`config.mk`:
```
export PLATFORM = sky130hd
export DESIGN_NAME = bomb_controller_flat
export DESIGN_NICKNAME = d
export VERILOG_FILES = /design/src/rtl/bomb_controller_if.sv /design/src/rtl/bomb_controller.sv /design/src/flat_wrapper.sv
export SDC_FILE = /design/constraint.sdc
export NUM_CORES = 1
export LEC_CHECK = 0
export BUFFER_PORTS_ARGS = -buffer_cell sky130_fd_sc_hd__buf_2
export CAP_MARGIN = 20
export CORE_ASPECT_RATIO = 0.7
export CORE_UTILIZATION = 40
export CTS_CLUSTER_DIAMETER = 40
export DETAILED_ROUTE_END_ITERATION = 7
export PLACE_DENSITY = 0.57
export SYNTH_ARGS = -nofsm -noshare
export SYNTH_HDL_FRONTEND = slang
export SYNTH_SLANG_ARGS = --single-unit
```
`constraint.sdc`:
```
create_clock -name clk -period 4.85 [get_ports clk]
set_clock_uncertainty 0.1 [all_clocks]
set_input_delay 0.97 -clock clk [delete_from_list [all_inputs] [get_ports clk]]
set_output_delay 0.97 -clock clk [all_outputs]
set_load 0.005 [all_outputs]
```
`src/rtl/bomb_controller_if.sv`:
```
// Signal bundle between the bomb game sequencer and its surroundings:
// switches and puzzle modules on one side, the countdown timer on the other.
interface bomb_controller_if #(
  parameter int NUM_MODULES = 4
);
  logic                   start;
  logic [NUM_MODULES-1:0] solved;
  logic                   strike;
  logic                   timer_zero;
  logic                   timer_load;
  logic [15:0]            load_seconds;
  logic                   timer_tick;
  logic [1:0]             strikes;
  logic [1:0]             state;
  logic                   strike_flash;
  logic [7:0]             led;

  modport slave (
    input  start, solved, strike, timer_zero,
    output timer_load, load_seconds, timer_tick, strikes, state, strike_flash, led
  );

  modport master (
    output start, solved, strike, timer_zero,
    input  timer_load, load_seconds, timer_tick, strikes, state, strike_flash, led
  );
endinterface

```
`src/rtl/bomb_controller.sv`:
```
// KTNE bomb game sequencer: arms the countdown, paces its ticks (faster with
// each strike), tracks strikes and solved modules, and decides defuse/explode.
module bomb_controller #(
  parameter int NUM_MODULES   = 4,
  parameter int START_SECONDS = 300,
  parameter int TICK_CYCLES   = 100_000_000,
  parameter int MAX_STRIKES   = 3,
  parameter int FLASH_CYCLES  = 25_000_000
) (
  input logic              clk,
  input logic              rst,
  bomb_controller_if.slave bus
);

  typedef enum logic [1:0] {
    IDLE     = 2'b00,
    ARMED    = 2'b01,
    DEFUSED  = 2'b10,
    EXPLODED = 2'b11
  } state_t;

  localparam int CW = $clog2(TICK_CYCLES);
  localparam int FW = $clog2(FLASH_CYCLES + 1);

  // Terminal count (period - 1) for 0, 1 and 2+ strikes.
  localparam logic [CW-1:0] LIM_0       = CW'(TICK_CYCLES - 1);
  localparam logic [CW-1:0] LIM_1       = CW'(TICK_CYCLES - TICK_CYCLES / 4 - 1);
  localparam logic [CW-1:0] LIM_2       = CW'(TICK_CYCLES / 2 - 1);
  localparam logic [FW-1:0] FLASH_LOAD  = FW'(FLASH_CYCLES);
  localparam logic [1:0]    STRIKE_CAP  = 2'(MAX_STRIKES);
  localparam logic [1:0]    LAST_STRIKE = 2'(MAX_STRIKES - 1);

  state_t        state_r, state_nx;
  logic [CW-1:0] cnt_r, cnt_nx, lim_s;
  logic [FW-1:0] flash_cnt_r, flash_cnt_nx;
  logic [1:0]    strikes_r, strikes_nx;
  logic [3:0]    mask_r, mask_nx;
  logic [7:0]    led_r, led_nx;
  logic          load_r, load_nx;
  logic          tick_r, tick_nx;
  logic          flash_r, flash_nx;
  logic          accept_s;

  assign accept_s = (state_r == ARMED) && bus.strike;
  assign lim_s    = (strikes_r == 2'd0) ? LIM_0 :
                    (strikes_r == 2'd1) ? LIM_1 : LIM_2;

  // Next-state decision and next values of every registered output.
  always_comb begin
    state_nx     = state_r;
    strikes_nx   = strikes_r;
    cnt_nx       = {CW{1'b0}};
    tick_nx      = 1'b0;
    load_nx      = 1'b0;
    flash_cnt_nx = flash_cnt_r;
    flash_nx     = 1'b0;
    mask_nx      = mask_r;

    case (state_r)
      IDLE: begin
        if (bus.start) state_nx = ARMED;
        else           state_nx = IDLE;
      end
      ARMED: begin
        // The timer's zero flag is stale during the load cycle, so it is ignored there.
        if (accept_s && (strikes_r == LAST_STRIKE)) state_nx = EXPLODED;
        else if (bus.timer_zero && !load_r)         state_nx = EXPLODED;
        else if (&bus.solved)                       state_nx = DEFUSED;
        else                                        state_nx = ARMED;
      end
      DEFUSED, EXPLODED: begin
        if (bus.start) state_nx = IDLE;
        else           state_nx = state_r;
      end
      default: state_nx = IDLE;
    endcase

    if ((state_r == IDLE) && bus.start) load_nx = 1'b1;
    else                                load_nx = 1'b0;

    if (state_nx == IDLE)                           strikes_nx = 2'd0;
    else if (accept_s && (strikes_r != STRIKE_CAP)) strikes_nx = strikes_r + 2'd1;
    else                                            strikes_nx = strikes_r;

    // ">=" also covers a strike shrinking the period below the running count.
    if ((state_r == ARMED) && (state_nx == ARMED)) begin
      if (cnt_r >= lim_s) begin
        cnt_nx  = {CW{1'b0}};
        tick_nx = 1'b1;
      end else begin
        cnt_nx  = cnt_r + CW'(1'b1);
        tick_nx = 1'b0;
      end
    end else begin
      cnt_nx  = {CW{1'b0}};
      tick_nx = 1'b0;
    end

    if (accept_s) begin
      flash_cnt_nx = FLASH_LOAD;
      flash_nx     = 1'b1;
    end else if (state_nx == IDLE) begin
      flash_cnt_nx = {FW{1'b0}};
      flash_nx     = 1'b0;
    end else if (flash_cnt_r != {FW{1'b0}}) begin
      flash_cnt_nx = flash_cnt_r - FW'(1'b1);
      flash_nx     = (flash_cnt_r > FW'(1'b1));
    end else begin
      flash_cnt_nx = {FW{1'b0}};
      flash_nx     = 1'b0;
    end

    if ((state_r == ARMED) || (state_nx == ARMED)) mask_nx = 4'(bus.solved[NUM_MODULES-1:0]);
    else if (state_nx == IDLE)                     mask_nx = 4'b0000;
    else                                           mask_nx = mask_r;

    led_nx = {(state_nx == EXPLODED) || flash_nx, state_nx == DEFUSED, strikes_nx, mask_nx};
  end

  // State and output registers.
  always_ff @(posedge clk or negedge rst) begin
    if (!rst) begin
      state_r     <= IDLE;
      strikes_r   <= 2'd0;
      cnt_r       <= {CW{1'b0}};
      tick_r      <= 1'b0;
      load_r      <= 1'b0;
      flash_cnt_r <= {FW{1'b0}};
      flash_r     <= 1'b0;
      mask_r      <= 4'b0000;
      led_r       <= 8'h00;
    end else begin
      state_r     <= state_nx;
      strikes_r   <= strikes_nx;
      cnt_r       <= cnt_nx;
      tick_r      <= tick_nx;
      load_r      <= load_nx;
      flash_cnt_r <= flash_cnt_nx;
      flash_r     <= flash_nx;
      mask_r      <= mask_nx;
      led_r       <= led_nx;
    end
  end

  assign bus.timer_load   = load_r;
  assign bus.load_seconds = 16'(START_SECONDS);
  assign bus.timer_tick   = tick_r;
  assign bus.strikes      = strikes_r;
  assign bus.state        = state_r;
  assign bus.strike_flash = flash_r;
  assign bus.led          = led_r;

endmodule

```
`src/flat_wrapper.sv`:
```
// flat-port wrapper written by rule: the top's interface ports become plain ports
module bomb_controller_flat 
#(
  parameter int NUM_MODULES   = 4,
  parameter int START_SECONDS = 300,
  parameter int TICK_CYCLES   = 100_000_000,
  parameter int MAX_STRIKES   = 3,
  parameter int FLASH_CYCLES  = 25_000_000
)
  (clk, rst, bus_start, bus_solved, bus_strike, bus_timer_zero, bus_timer_load, bus_load_seconds, bus_timer_tick, bus_strikes, bus_state, bus_strike_flash, bus_led);
  bomb_controller_if #(.NUM_MODULES(NUM_MODULES)) bus_i ();
  input logic clk;
  input logic rst;
  input wire logic [$bits(bus_i.start)-1:0] bus_start;
  input wire logic [$bits(bus_i.solved)-1:0] bus_solved;
  input wire logic [$bits(bus_i.strike)-1:0] bus_strike;
  input wire logic [$bits(bus_i.timer_zero)-1:0] bus_timer_zero;
  output wire logic [$bits(bus_i.timer_load)-1:0] bus_timer_load;
  output wire logic [$bits(bus_i.load_seconds)-1:0] bus_load_seconds;
  output wire logic [$bits(bus_i.timer_tick)-1:0] bus_timer_tick;
  output wire logic [$bits(bus_i.strikes)-1:0] bus_strikes;
  output wire logic [$bits(bus_i.state)-1:0] bus_state;
  output wire logic [$bits(bus_i.strike_flash)-1:0] bus_strike_flash;
  output wire logic [$bits(bus_i.led)-1:0] bus_led;
  assign bus_i.start = bus_start;
  assign bus_i.solved = bus_solved;
  assign bus_i.strike = bus_strike;
  assign bus_i.timer_zero = bus_timer_zero;
  assign bus_timer_load = bus_i.timer_load;
  assign bus_load_seconds = bus_i.load_seconds;
  assign bus_timer_tick = bus_i.timer_tick;
  assign bus_strikes = bus_i.strikes;
  assign bus_state = bus_i.state;
  assign bus_strike_flash = bus_i.strike_flash;
  assign bus_led = bus_i.led;
  bomb_controller #(.NUM_MODULES(NUM_MODULES), .START_SECONDS(START_SECONDS), .TICK_CYCLES(TICK_CYCLES), .MAX_STRIKES(MAX_STRIKES), .FLASH_CYCLES(FLASH_CYCLES)) u_core (.clk(clk), .rst(rst), .bus(bus_i));
endmodule
```
* Word-level counts from Yosys, hierarchy flattened
Index checks and enable logic that the tools add are counted.
W data, S select, Z words.
** Word-level totals
- Word-level logic and storage cells :: 61
- Input bits :: 9
- Output and inout bits :: 31
- Flip-flop bits (word level) :: 71
** Operators by class
- Eq/ne operators :: 9
- $add $sub $neg :: 3
- Reduce and logical (&&, ||, !) cells :: 15
- Muxes and demuxes :: 23
- Order comparisons :: 2
** Operators with widths (number)
- $mux W27 :: 4
- $mux W25 :: 3
- $add A27 B1 Y27 const B :: 1
- $ge A27 B27 Y1 :: 1
- $gt A25 B1 Y1 const B :: 1
- $reduce_bool A25 Y1 :: 1
- $sub A25 B1 Y25 const B :: 1
- $mux W2 :: 6
- $eq A2 B2 Y1 const B :: 5
- $mux W4 :: 2
- $mux W1 :: 7
- $eq A2 B1 Y1 const B :: 3
- $logic_and A1 B1 Y1 :: 6
- $logic_not A2 Y1 :: 3
- $pmux W2 S3 :: 1
- $reduce_and A4 Y1 :: 1
- $add A2 B1 Y2 const B :: 1
- $logic_or A1 B1 Y1 :: 2
- $ne A2 B2 Y1 const B :: 1
- $reduce_or A2 Y1 :: 1
- $logic_not A1 Y1 :: 1

* Logic depth before layout (Yosys ltp)
- Depth in word-level cells :: 9
- Gate-level depth with buffers :: 11
- Depth with buffers taken out :: 9

* Least setup slack after synthesis
Ideal clock, no wire load.
- Path type :: reg2reg
- From :: register u_core.strikes_r[0] (netlist: u_core.bus.strikes[0])
- To :: register u_core.cnt_r[21]
- Arrival :: 2469 ps
- Data required time :: 4645 ps
- Clock period less this slack :: 2674 ps
- Cell stages (with the launch flop) :: 11
- Library setup time :: 105 ps
- Path buffers :: 2
- Setup slack :: 2176 ps
- Cells stage by stage :: dfrtp_1 > inv_1 > ha_1 > or2_2 > ha_1 > nand3_1 > a21oi_1 > a311o_2 > clkbuf_8 > buf_2 > nor4b_1
** On the way
- Cells in the longest elaborated chain, start to end :: 7
- Elaborated cells between the ends (all ways) :: 13
- Those cells by class :: order compare: 1; eq/ne: 3; mux: 6; reduce/logical: 3
** Ends and longest elaborated chain
- start, declared :: RTL line bomb_controller.sv:36 : logic [1:0] strikes_r, strikes_nx;
- start signal, assigned :: RTL line bomb_controller.sv:134 : strikes_r <= strikes_nx;
- parallel branches: the longest is 6 deep, another holds $ge A27 B27 Y1
- $mux W27 * :: RTL line bomb_controller.sv:86 : if ((state_r == ARMED) && (state_nx == ARMED)) begin
- via u_core.cnt_nx[21] :: RTL line bomb_controller.sv:34 : logic [CW-1:0] cnt_r, cnt_nx, lim_s;
- end signal, assigned :: RTL line bomb_controller.sv:125 : cnt_r <= {CW{1'b0}};
- end signal, assigned :: RTL line bomb_controller.sv:135 : cnt_r <= cnt_nx;
- end, declared :: RTL line bomb_controller.sv:34
Mark *: on every way through the listed nets, which the timed path passes.

* Worst setup path in the final report
- From :: register u_core.strikes_r[0] (netlist: u_core.bus.strikes[0])
- To :: register u_core.cnt_r[17]
Same word-level chain as after synthesis.

==> impl_results.md <==
- Total track usage: 18.2%
- Final number of setup-violating endpoints: 0
- Vias in the first global route: between 2k and 3k
- Num Clock Sinks: 65
- Final hold vios: 0
- R2R setup slack: roughly 1.7 ns
- Area Growth Syn to Fin: 11.5%
- Leakage power: roughly 1.9 nW
- Slowest stage delay, CP: ~0.75 ns
- Diodes inserted: 0
- Reg2reg end: u_core.cnt_r[17]
- Synth top area share: around two fifths
- Share of cells above drive strength 1: between 10% and 20%
- Die area: roughly 10,000 um2
- Commonest non-fill, non-tap cell in the layout: dfrtp_1
- Syn. warnings: 0
- WL/cell: 15.4 um
- CP max FO: 28
- Post-DRT Antenna Nets: 0
- TritonCTS buffer count: 9
- Post-CTS Setup Inserts: 0
- Worst-Skew Late Latency: 0.34 ns
- Critical Path Start Type: flip-flop
- Cts repair resizes: 0
- Layout Nets: roughly 450
- # hold bufs at CTS: 0
- Top FF cell, synth: dfrtp_1
- Min Tclk post-route: about 3.1 ns
- Flops & latches, synth: 65
- Post-synthesis sequential area ratio: ~41%
- Post-synth EDFFs: 0
- Initial Util: 42.2%
- Setup_tns: 0 ns
- Syn_area_per_cell: between 9 and 10 um2
- Clock-pin slew on the worst setup and hold paths: roughly 0.06 ns
- Grt ovf: 0
- Via density: ~5.3
- Synth area leaders: dfrtp_1 (41%), ha_1 (6.1%), xnor2_1 (5.6%), xor2_1 (4.7%), nand2_1 (3.6%)
- Fmax: around 320 MHz
- Worst path cell trace: inv_1, ha_1, or2_2, ha_1, nand3_1, nor3_1, o311ai_2, a31oi_4, nor4b_1
- Status: completed
- CTS Buffer Depth: 2
- Origin of the worst setup path: u_core.bus.strikes[0]
- Row cnt: 29
- Max Cap Violations: 0
- CORE AREA: 9290 um2
- Critical path's slowest cell: a31oi_4
- VDD IR max: approximately 0.30 mV
- Final worst-path cycle share: about 64%
- Power Density: between 500 and 600 nW/um2
- First-pass GRT wire length: ~14,000 um
- Most frequent cells in the layout: dfrtp_1 (65), nand2_1 (38), nor2_1 (28), nor3_1 (26), xnor2_1 (25)
- Netlist Area Pre-Place: 3920 um2
- Post-DP HPWL: around 5700 um
- Critical Path End Type: flip-flop
- Drt pass-1 iters: 6
- Reg2Reg Depth: 9
- RSZ-0062 raised after global routing: no
- Port bufs: 23
- Die H: approximately 85 um
- Crit path to: u_core.cnt_r[17]
- 1st-iter DRT viols: around 140
- Ys async rst share: 100%
- Most frequent CP cell: ha_1
- Min-delay worst type: flip-flop to flip-flop
- CTS Root Cell: clkbuf_16
- RR Startpoint: u_core.bus.strikes[0]
- Gate Count Post-Synth: just under 400
- Post-Route WL: around 8400 um
- Initial antenna violation count: 0
- Fillers: 880
- Synth area leader: dfrtp_1
- Die W: about 120 um
- CTS tree: yes
- Worst slew margin: a little under two fifths
- Synth unique cells: between 50 and 60
- Placer congestion estimate: 0.764
- Hold WS: 0.384 ns
- CTS H-tree depth: 3
- Largest net degree at the start of global routing: between 40 and 50
- Total number of vias: just under 3k
- I/O Pins: 40
- Max Slew Vio Count: 0
- Critical Path AT: approximately 3.2 ns
- Worst Max-Slew Pin Slew: approximately 0.93 ns
- Worst Path Required: about 4.9 ns
- DRC violations left: 0
- Beginning of the worst hold path: u_core.bus.led[3]
- Crit Path Category: flip-flop to flip-flop
==> layer usage <==
layer | global-route usage (%) | wire length, um | up-vias
met3 | 6.45 | 517 | 9
met5 | 0 | 0 | -
li1 | - | - | 1414
met4 | 6.40 | 93 | 0
met2 | 24.2 | 3340 | 63
met1 | 26.9 | 4470 | 1405
==> worst min-delay path by stage <==
stage	endpoint	slack (ns)	cells past startpoint
global route	u_core.bus.timer_load	0.42	1
finish	u_core.bus.led[3]	0.38	2
floorplan	u_core.bus.timer_load	0.36	1
global placement	u_core.bus.led[3]	0.37	2
detailed placement	u_core.bus.led[3]	0.38	2
CTS	u_core.bus.led[3]	0.39	2
==> worst max-delay path: cells and delay by family, from the launching register on <==
family	cells	cell delay (ns)
AO/OA/AOI/OAI	2	0.91
adder cells (fa/ha/maj)	2	0.58
buffers and inverters	1	0.12
flip-flops	1	0.48
AND/OR/NAND/NOR	4	0.76
==> cell type report <==
class / instances / area, um2 / area share (%)
sequential: 65 / 1630 / 37.2
clock buffer: 11 / 253 / 5.78
timing repair buffer: 25 / 130 / 2.98
tap: 124 / 155 / 3.55
inverter: 10 / 37.5 / 0.859
clock inverter: 5 / 63.8 / 1.46
multi-input combinational: 306 / 2100 / 48.1
==> Yosys cell counts (all sizes together) (2+ instances only) <==
| cell type | count |
|---|---|
| clkbuf | 5 |
| o31ai | 3 |
| xor2 | 21 |
| ha | 19 |
| buf | 25 |
| nor4b | 15 |
| xnor2 | 25 |
| nor3 | 30 |
| nand4 | 11 |
| inv | 10 |
| and3 | 5 |
| and4b | 2 |
| a22o | 3 |
| nor2b | 3 |
| or3 | 7 |
| nand2 | 38 |
| or2 | 2 |
| a21oi | 9 |
| nor2 | 28 |
| and4 | 3 |
| nand3 | 20 |
| nor3b | 2 |
| o21a | 2 |
| nor4 | 7 |
| nand2b | 2 |
| o21ai | 14 |
| a31oi | 3 |
| conb | 2 |
| a21o | 3 |
| dfrtp | 65 |
==> state kept, by name, indices dropped and copies added, names as in the netlist <==
| name | flops |
|---|---|
| u_core.bus.strikes | 1 |
| u_core.bus.timer_tick | 1 |
| u_core.mask_r | 3 |
| u_core.cnt_r | 27 |
| u_core.bus.strike_flash | 1 |
| u_core.bus.state | 2 |
| u_core.bus.timer_load | 1 |
| u_core.bus.led | 4 |
| u_core.flash_cnt_r | 25 |
==> metrics by stage <==
stage	util, %	instance area (um2)	total power [mW]	setup slack, ns	instances
2_1_floorplan	-	3970	1.35	2.18	411
5_1_grt	47.0	4370	2.39	1.51	546
6_report	47.0	4370	2.23	1.73	546
3_3_place_gp	43.6	4050	1.54	1.85	530
4_1_cts	47.0	4370	2.25	1.73	546
3_5_place_dp	43.6	4050	1.55	1.74	530
==> power breakdown <==
group	total [mW]	internal [mW]	leakage, nW	switching [mW]
combinational	0.720	0.304	0.936	0.415
clock	0.680	0.428	0.152	0.252
sequential	0.826	0.677	0.850	0.149
==> logic make-up (layout without fill, tap and decap cells) <==
family	after synthesis	in the layout	synth area share, %
compound gates	44	44	7.82
xor+xnor	46	46	10.3
fa+ha+maj	19	19	6.06
buf+inv	40	51	6.19
flops	65	65	41.5
other cells	2	16	0.192
simple gates	181	181	28.0
No activity file was read; power rests on OpenSTA's default activity.
